## src/rtl/sisc_pkg.sv

```systemverilog
// Shared definitions for the SISC multicycle controller: opcodes, FSM states,
// ALU mode and writeback-source codes.
package sisc_pkg;

    localparam logic [3:0] OP_NOOP = 4'd0;
    localparam logic [3:0] OP_ADD  = 4'd1;
    localparam logic [3:0] OP_SUB  = 4'd2;
    localparam logic [3:0] OP_SWP  = 4'd3;
    localparam logic [3:0] OP_NOT  = 4'd4;
    localparam logic [3:0] OP_OR   = 4'd5;
    localparam logic [3:0] OP_AND  = 4'd6;
    localparam logic [3:0] OP_XOR  = 4'd7;
    localparam logic [3:0] OP_RTR  = 4'd8;
    localparam logic [3:0] OP_SHR  = 4'd9;
    localparam logic [3:0] OP_LOD  = 4'd10;
    localparam logic [3:0] OP_STR  = 4'd11;
    localparam logic [3:0] OP_BRA  = 4'd12;
    localparam logic [3:0] OP_BRR  = 4'd13;
    localparam logic [3:0] OP_BNE  = 4'd14;
    localparam logic [3:0] OP_HLT  = 4'd15;

    typedef enum logic [2:0] {
        StStart  = 3'd0,
        StFetch  = 3'd1,
        StDecode = 3'd2,
        StExec   = 3'd3,
        StMem    = 3'd4,
        StWb     = 3'd5,
        StWb2    = 3'd6,
        StHalt   = 3'd7
    } state_e;

    localparam logic [1:0] ALU_REG  = 2'b00;
    localparam logic [1:0] ALU_IMM  = 2'b01;
    localparam logic [1:0] ALU_MREG = 2'b10;
    localparam logic [1:0] ALU_MIMM = 2'b11;

    localparam logic [1:0] WB_ALU   = 2'd0;
    localparam logic [1:0] WB_MEM   = 2'd1;
    localparam logic [1:0] WB_SWAP  = 2'd2;
    localparam logic [1:0] WB_SWAP2 = 2'd3;

    function automatic logic is_alu_op(input logic [3:0] op);
        return op inside {OP_ADD, OP_SUB, OP_NOT, OP_OR, OP_AND, OP_XOR, OP_RTR, OP_SHR};
    endfunction

    function automatic logic is_branch(input logic [3:0] op);
        return op inside {OP_BRA, OP_BRR, OP_BNE};
    endfunction

endpackage

```

## src/rtl/sisc_wait_timer.sv

```systemverilog
// Memory-ack wait counter; expired flags MEM_TO consecutive cycles without an ack.
module sisc_wait_timer #(
    parameter int unsigned MEM_TO = 15
) (
    input  logic clk,
    input  logic rst_f,
    input  logic clr,
    input  logic en,
    output logic expired
);

    localparam int unsigned CW = $clog2(MEM_TO + 1);
    localparam logic [CW-1:0] LIMIT = CW'(MEM_TO);

    logic [CW-1:0] count;

    always_ff @(posedge clk or negedge rst_f) begin
        if (!rst_f) begin
            count <= '0;
        end else if (clr) begin
            count <= '0;
        end else if (en && !expired) begin
            count <= count + CW'(1);
        end
    end

    assign expired = (count == LIMIT);

endmodule

```

## src/rtl/sisc_ctrl_hs.sv

```systemverilog
// SISC multicycle control FSM with memory handshakes, wait timeout, HALT state,
// short branch/NOOP paths and two-cycle swap writeback.
module sisc_ctrl_hs
    import sisc_pkg::*;
#(
    parameter int unsigned CC_W     = 4,
    parameter int unsigned IMM_MODE = 8,
    parameter int unsigned MEM_TO   = 15
) (
    input  logic            clk,
    input  logic            rst_f,
    input  logic [3:0]      opcode,
    input  logic [CC_W-1:0] mm,
    input  logic [CC_W-1:0] stat,
    input  logic            im_ack,
    input  logic            dm_ack,
    output logic            im_req,
    output logic            dm_req,
    output logic            rf_we,
    output logic            rb_sel,
    output logic            pc_sel,
    output logic            pc_write,
    output logic            pc_rst,
    output logic            ir_load,
    output logic            br_sel,
    output logic            mux_16_sel,
    output logic            dm_we,
    output logic            mux4_swap_sel,
    output logic            swap_ctrl,
    output logic [1:0]      alu_op,
    output logic [1:0]      wb_sel,
    output logic [2:0]      state,
    output logic            halted,
    output logic            fault
);

    localparam logic [CC_W-1:0] IMM_CODE = CC_W'(IMM_MODE);

    state_e          state_q;
    logic [3:0]      op_q;
    logic [CC_W-1:0] mm_q;
    logic            waiting, ack, expired, imm_q, cc_hit;

    assign waiting = (state_q == StFetch) || (state_q == StMem);
    assign ack     = (state_q == StFetch) ? im_ack : dm_ack;
    assign imm_q   = (mm_q == IMM_CODE);
    assign cc_hit  = |(stat & mm);
    assign state   = state_q;

    // Clearing whenever not waiting (or on the ack that ends a wait) gives a
    // zero count on every entry to FETCH or MEM.
    sisc_wait_timer #(
        .MEM_TO (MEM_TO)
    ) u_timer (
        .clk     (clk),
        .rst_f   (rst_f),
        .clr     (!waiting || ack),
        .en      (waiting && !ack),
        .expired (expired)
    );

    always_ff @(posedge clk or negedge rst_f) begin
        if (!rst_f) begin
            state_q <= StStart;
            op_q    <= OP_NOOP;
            mm_q    <= '0;
            halted  <= 1'b0;
            fault   <= 1'b0;
        end else begin
            unique case (state_q)
                StStart: state_q <= StFetch;
                StFetch: begin
                    if (im_ack) begin
                        state_q <= StDecode;
                    end else if (expired) begin
                        state_q <= StHalt;
                        halted  <= 1'b1;
                        fault   <= 1'b1;
                    end
                end
                StDecode: begin
                    op_q <= opcode;
                    mm_q <= mm;
                    if (is_branch(opcode) || opcode == OP_NOOP) begin
                        state_q <= StFetch;
                    end else if (opcode == OP_HLT) begin
                        state_q <= StHalt;
                        halted  <= 1'b1;
                    end else begin
                        state_q <= StExec;
                    end
                end
                StExec: state_q <= (op_q == OP_LOD || op_q == OP_STR) ? StMem : StWb;
                StMem: begin
                    if (dm_ack) begin
                        state_q <= (op_q == OP_STR) ? StFetch : StWb;
                    end else if (expired) begin
                        state_q <= StHalt;
                        halted  <= 1'b1;
                        fault   <= 1'b1;
                    end
                end
                StWb:    state_q <= (op_q == OP_SWP) ? StWb2 : StFetch;
                StWb2:   state_q <= StFetch;
                StHalt:  state_q <= StHalt;
                default: state_q <= StStart;
            endcase
        end
    end

    always_comb begin
        im_req        = 1'b0;
        dm_req        = 1'b0;
        rf_we         = 1'b0;
        rb_sel        = 1'b0;
        pc_sel        = 1'b0;
        pc_write      = 1'b0;
        pc_rst        = 1'b0;
        ir_load       = 1'b0;
        br_sel        = 1'b0;
        mux_16_sel    = 1'b0;
        dm_we         = 1'b0;
        mux4_swap_sel = 1'b0;
        swap_ctrl     = 1'b0;
        alu_op        = ALU_REG;
        wb_sel        = WB_ALU;
        unique case (state_q)
            StStart: pc_rst = 1'b1;
            StFetch: begin
                im_req   = 1'b1;
                ir_load  = im_ack;
                pc_write = im_ack;
            end
            StDecode: begin
                rb_sel = (opcode == OP_STR) || (opcode == OP_SWP);
                unique case (opcode)
                    OP_BRA: begin pc_sel = 1'b1; br_sel = 1'b1; pc_write = cc_hit;  end
                    OP_BRR: begin pc_sel = 1'b1; br_sel = 1'b0; pc_write = cc_hit;  end
                    OP_BNE: begin pc_sel = 1'b1; br_sel = 1'b1; pc_write = !cc_hit; end
                    default: ;
                endcase
            end
            StExec: begin
                rb_sel = (op_q == OP_STR) || (op_q == OP_SWP);
                if (is_alu_op(op_q)) begin
                    alu_op = imm_q ? ALU_IMM : ALU_REG;
                end else if (op_q == OP_LOD || op_q == OP_STR) begin
                    alu_op = imm_q ? ALU_MIMM : ALU_MREG;
                end else if (op_q == OP_SWP) begin
                    swap_ctrl = 1'b1;
                    wb_sel    = WB_SWAP;
                end
            end
            StMem: begin
                rb_sel     = (op_q == OP_STR);
                dm_req     = 1'b1;
                mux_16_sel = imm_q;
                dm_we      = (op_q == OP_STR);
            end
            StWb: begin
                rb_sel = (op_q == OP_SWP);
                rf_we  = 1'b1;
                if (op_q == OP_LOD)      wb_sel = WB_MEM;
                else if (op_q == OP_SWP) wb_sel = WB_SWAP;
                else                     wb_sel = WB_ALU;
            end
            StWb2: begin
                rb_sel        = 1'b1;
                rf_we         = 1'b1;
                wb_sel        = WB_SWAP2;
                mux4_swap_sel = 1'b1;
            end
            default: ;
        endcase
    end

endmodule

```

## config.mk

```make
export PLATFORM = sky130hd
export DESIGN_NAME = sisc_ctrl_hs
export DESIGN_NICKNAME = d
export VERILOG_FILES = /design/src/rtl/sisc_pkg.sv /design/src/rtl/sisc_wait_timer.sv /design/src/rtl/sisc_ctrl_hs.sv
export SDC_FILE = /design/constraint.sdc
export NUM_CORES = 1
export LEC_CHECK = 0
export CORE_AREA = 2 2 56 58
export DETAILED_ROUTE_END_ITERATION = 8
export DIE_AREA = 0 0 58 60
export PLACE_DENSITY = 0.7
export SLEW_MARGIN = 20
export SYNTH_ARGS = -nofsm -noshare
export SYNTH_HDL_FRONTEND = slang
export SYNTH_SLANG_ARGS = --single-unit
export TNS_END_PERCENT = 1
```

## constraint.sdc

```tcl
create_clock -name clk -period 2.3 [get_ports clk]
set_input_delay 0.23 -clock clk [delete_from_list [all_inputs] [get_ports clk]]
set_output_delay 0.23 -clock clk [all_outputs]
set_load 0.01 [all_outputs]
```

==> results of run 1 <==
[power breakdown]
part / internal (mW) / leakage (nW) / switching (mW) / total (mW)
combinational: 0.0302 / 0.430 / 0.0227 / 0.0530
sequential: 0.300 / 0.213 / 0.000422 / 0.300
clock: 0.0677 / 0.0150 / 0.0940 / 0.162
[stage by stage]
stage / std cells / instance area [µm²]
finish: 199 / 1580
global route: 199 / 1580
CTS: 199 / 1555
detailed placement: 195 / 1529
global placement: 195 / 1529
floorplan: 125 / 1111
[flip-flops by register name, summed over array words and instances, names as in the netlist]
name           flops
op_q               4
fault              1
halted             1
u_timer.count      4
state              3
mm_q               4
[synth_stat cells (2+ instances only)]
library cell,instances,area share (%)
nor2b_1,4,2.3
o221ai_1,2,1.6
mux2_1,2,2.0
nand2b_1,4,2.3
nand2_1,10,3.4
buf_4,2,1.4
nand3_1,7,3.2
o21ai_0,4,1.8
mux2_2,6,6.1
nor3_1,8,3.6
nor3b_1,2,1.4
xnor2_1,2,1.6
dfrtp_1,17,38
a21oi_1,6,2.7
inv_1,2,0.68
o21ai_1,2,0.90
a31oi_1,2,1.1
buf_2,2,0.90
o211ai_1,2,1.4
a22oi_1,2,1.4
clkbuf_1,2,0.68
nor2_1,13,4.4
[layer usage]
layer / vias up / wire (µm) / track usage, %
met4: 0 / 56 / 7.973
met1: 529 / 1275 / 22.55
met2: 36 / 1358 / 30.36
met5: - / 0 / 0
met3: 7 / 136 / 2.165
li1: 538 / - / -
[placed cells by master, fill, tap and decap left out, types with 2 or more instances in the layout]
| master | count |
|---|---|
| a21oi_1 | 6 |
| a22oi_1 | 2 |
| a31oi_1 | 2 |
| buf_4 | 7 |
| clkbuf_4 | 3 |
| clkdlybuf4s50_1 | 34 |
| dfrtp_1 | 14 |
| dfrtp_2 | 3 |
| dlymetal6s2s_1 | 2 |
| inv_1 | 2 |
| mux2_1 | 2 |
| mux2_2 | 6 |
| nand2_1 | 10 |
| nand2b_1 | 4 |
| nand3_1 | 7 |
| nor2_1 | 12 |
| nor2b_1 | 4 |
| nor3_1 | 8 |
| o211ai_1 | 2 |
| o21ai_0 | 4 |
| o21ai_1 | 2 |
| o221ai_1 | 2 |
| xnor2_1 | 2 |
[worst reg2reg max path, stage by stage, from the launching register on]
cell	delay, ns
dfrtp_2	0.46
buf_4	0.19
nand2b_1	0.14
nor2_2	0.07
buf_4	0.14
a21oi_1	0.35
nor3_1	0.12
[cells by family after synthesis]
group           Yosys count  share of synthesized area (%)
simple gates             56                          26.24
compound gates           29                          17.79
flops                    17                          38.29
buf+inv                  10                          5.180
mux                       9                          9.008
xor+xnor                  3                          2.365
fa+ha+maj                 1                          1.126
[worst max-delay path by stage]
stage,to,depth (start not counted),start
3_5_place_dp,alu_op[0],4,mm_q[1]
3_3_place_gp,alu_op[0],4,mm_q[1]
4_1_cts,pc_write,6,state[1]
2_1_floorplan,alu_op[0],3,mm_q[1]
6_report,ir_load,6,state[1]
5_1_grt,ir_load,6,state[1]
[cell type report]
type / instances / area share, %
multi-input combinational: 98 / 40.78
sequential: 17 / 27.16
timing repair buffer: 44 / 27.08
tap: 33 / 2.613
inverter: 3 / 0.7126
clock buffer: 4 / 1.663
[what timing repair did]
action	in CTS	in global routing
hold buffers	0	0
setup endpoints to repair	2	9
resized for setup	2	9
==> impl_metrics.ini, run 1 <==
[critical_path]
ff2ff_path_depth = 6
critical_path.top_delay_family = buffers and inverters
r2r_start = state[0]
cp_max_fo = 10
cp.arrival_ns = 2.01
crit_chain = buf_4 > nand2b_1 > nor2_2 > nand2_1 > inv_1 > clkdlybuf4s50_1
ff2ff_setup_slack_ns = 0.70
endpoint_kind = primary output
crit_path_max_incr_delay_ns = 0.54
crit_required_ns = 2.07
path_buf_inv = 3
criticalPathCategory = reg -> out
critPathSlowestCell = clkdlybuf4s50_1
r2r_end = u_timer.count[3]
start_kind = flop

[synth]
synthFlopType = dfrtp_1
netlist_instances = 125
ys_ff_latch = 17
yosysWarningCount = 0
yosysUniqueCellTypes = 44
synth_edf_count = 0
syn_area_um2 = 1111
syn_area_per_cell_um2 = 8.889
synth_nets = 142
synthArstFlopShare_pct = 100.0
seq_area_frac_synth_pct = 38.29

[global_routing]
grt_max_degree = 18
grt_pass1_wl_um = 4767
antenna_found_initial = 0
groute.usage.overall_pct = 17.79
grt_pass1_vias = 1058
overflow = 0

[timing]
clock_skew_ns = 0.005976
worst_slew_pin_slew_ns = 0.7796
relSlewSlack_pct = 47.87
setup_tns_ns = 0
min_period_ns = 2.241
grt_setup_unrepaired = true
worst_slack_ns = 0.05940
fmax_mhz = 446.3
setup_viol = 0
slew_violations = 0
hold_violations = 0
final.period_utilization_pct = 97.42
whs_ns = 0.3761

[clock_tree]
cts_htree_levels = 1
cts_setup_buffers = 0
path_clk_slew_ns = 0.10
root_buffer = clkbuf_4
cts_buffer_depth = 2
clk_latency_ns = 0.30
cts_tree = built
cts.sinks = 17
cts_made_buffers = 3

[power]
power_uw = 514.5
power_density_nw_per_um2 = 325.6
irDropWorstVdd_v = 0.0003683
p_leak_nw = 0.6587

[final_layout]
diodes = 0
utilization_pct = 54.44
layout-drive-gt1-share_pct = 16.87
nets = 184
multiInputGateArea_um2 = 644.4
area_delta_synth_final_pct = 42.23
regArea_um2 = 429.2
final.fill_count = 276

[placed_design]
pre_cts_ws_ns = 0.08303
gp_congestion = 0.8496
io_buffers = 37
dp_hpwl_um = 2200

[drt]
vias_per_cell = 5.578
drt_iter0_markers = 33
drcViolationCount = 0
wl_per_cell_um = 14.20
drtPass1Iterations = 4
ant_nets = 0
routed_wl_um = 2826
num_vias = 1110

[die]
rows = 20
die-area_um2 = 3480
core_um2 = 2903
fp.dieW_um = 58
start_util_pct = 38.28
pin_count = 38
fp.dieH_um = 60

[hold_path]
hp-class = in -> async

[outcome]
outcome = completed

[flow_run]
cap_violations = 0
No activity file was read; power rests on OpenSTA's default activity.
==> run 2: changes to the inputs <==
CELL_PAD_IN_SITES_DETAIL_PLACEMENT = 1   (was not set)
CELL_PAD_IN_SITES_GLOBAL_PLACEMENT = 1   (was not set)
CORE_AREA = 2 2 60 62   (was 2 2 56 58)
DIE_AREA = 0 0 62 64   (was 0 0 58 60)
PLACE_DENSITY = not set   (was 0.7)
PLACE_DENSITY_LB_ADDON = 0.1   (was not set)
==> impl_metrics.ini, run 2 (synthesized netlist as in run 1, its figures left out) <==
[drt]
num_vias = 1053
routed_wl_um = 2974
drcViolationCount = 0
drtPass1Iterations = 4
wl_per_cell_um = 14.09
drt_iter0_markers = 30
ant_nets = 0
vias_per_cell = 4.991

[clock_tree]
cts_made_buffers = 3
root_buffer = clkbuf_4
cts_tree = built
cts_buffer_depth = 2
cts_htree_levels = 1
cts.sinks = 17
ctsHoldBuffers = 0
clk_latency_ns = 0.28
path_clk_slew_ns = 0.10

[critical_path]
crit_required_ns = 2.07
critPathSlowestCell = or3b_1
cp_max_fo = 6
criticalPathCategory = reg -> out
crit_path_max_incr_delay_ns = 0.56
path_buf_inv = 1
crit_chain = or3b_1 > nor2_1 > clkdlybuf4s50_1
critical_path.top_delay_family = simple AND/OR/NAND/NOR gates
start_kind = flop
cp.arrival_ns = 2.03
endpoint_kind = primary output

[timing]
worst_slew_pin_slew_ns = 0.7826
grt_setup_unrepaired = true
min_period_ns = 2.256
final.period_utilization_pct = 98.09
slew_violations = 0
whs_ns = 0.3988
clock_skew_ns = 0.003329
worst_slack_ns = 0.04393
fmax_mhz = 443.2
hold_violations = 0
setup_viol = 0
relSlewSlack_pct = 47.66

[final_layout]
final_common_cell = clkdlybuf4s50_1
diodes = 0
largestRegisters = mm_q x4, op_q x4, u_timer.count x4
layout-drive-gt1-share_pct = 14.55
nets = 183
final.fill_count = 396
area_delta_synth_final_pct = 41.44
final_cell_mix = 35 x clkdlybuf4s50_1, 16 x dfrtp_1, 12 x nor2_1

[placed_design]
io_buffers = 37
gp_congestion = 0.7383
pre_cts_ws_ns = 0.03048
dp_hpwl_um = 2456

[power]
power_uw = 506.6
p_switching_uw = 110.7
sw_frac_of_total_pct = 21.85
comb_power_share_pct = 10.2
internal-power_uw = 395.9
irDropWorstVdd_v = 0.0002749
clkPwrFrac_pct = 30.6
power_density_nw_per_um2 = 322.4
p_leak_nw = 0.6361
seq_power_share_pct = 59.2

[outcome]
outcome = completed

[global_routing]
grt_max_degree = 18
antenna_found_initial = 0
groute.usage.overall_pct = 17.44
grt_pass1_wl_um = 5250
grt_pass1_vias = 1161
overflow = 0

[die]
fp.dieW_um = 62
core_um2 = 3284
fp.dieH_um = 64
pin_count = 38
start_util_pct = 33.83
die-area_um2 = 3968
rows = 21

[hold_path]
hp-class = in -> async

[flow_run]
cap_violations = 0
==> run 2: power groups by stage <==
| stage | clock [mW] | combinational, mW | sequential, mW |
|---|---|---|---|
| after floorplan | 0 | 0.00935 | 0.306 |
| after global placement | 0 | 0.0514 | 0.306 |
| after detailed placement | 0 | 0.0528 | 0.306 |
| after CTS | 0.162 | 0.0529 | 0.300 |
| after global routing | 0.178 | 0.0573 | 0.300 |
| final | 0.155 | 0.0517 | 0.300 |
==> run 2: per-stage QoR <==
stage / TNS, ns / utilization, % / cells / cell area, µm²
after global routing: -0.07813 / 47.85 / 211 / 1572
after floorplan: 0 / - / 125 / 1111
after detailed placement: 0 / 46.82 / 207 / 1538
final: 0 / 47.85 / 211 / 1572
after global placement: 0 / 46.82 / 207 / 1538
after CTS: 0 / 47.62 / 211 / 1564
==> run 2: worst paths after layout <==
path | slack [ns] | from | to | depth (start not counted)
worst max-delay path | 0.04 | state[0] | mux_16_sel | 3
worst min-delay path | 0.40 | rst_f | mm_q[1] | 1
worst max register to register | 0.73 | state[0] | u_timer.count[3] | 4
worst min register to register | 0.50 | halted | halted | 1
max in group asynchronous | 1.36 | rst_f | state[2] | 1
min in group clk | 0.50 | halted | halted | 1
==> run 2: area by class of cell <==
class                      count  area, µm²  share of cell area (%)
multi-input combinational     98      633.1                   40.29
tap                           46      57.56                   3.662
inverter                       3      11.26                  0.7166
clock buffer                   4      26.28                   1.672
sequential                    17      426.7                   27.15
timing repair buffer          43      416.7                   26.51
==> run 2: layer usage <==
metal	global-route usage (%)	wire length, µm	up-vias	share of wire [%]
met2	29.95	1497	25	50
met5	0	0	-	0
met3	3.036	107	4	3.6
met1	21.22	1327	491	45
li1	-	-	533	-
met4	5.851	41	0	1.4
==> run 2: timing repair <==
item / 4_1_cts / 5_1_grt
buffers inserted: 0 / 0
gates resized for setup: 2 / 7
pin swaps: 0 / 0
endpoints found under the setup margin: 1 / 8
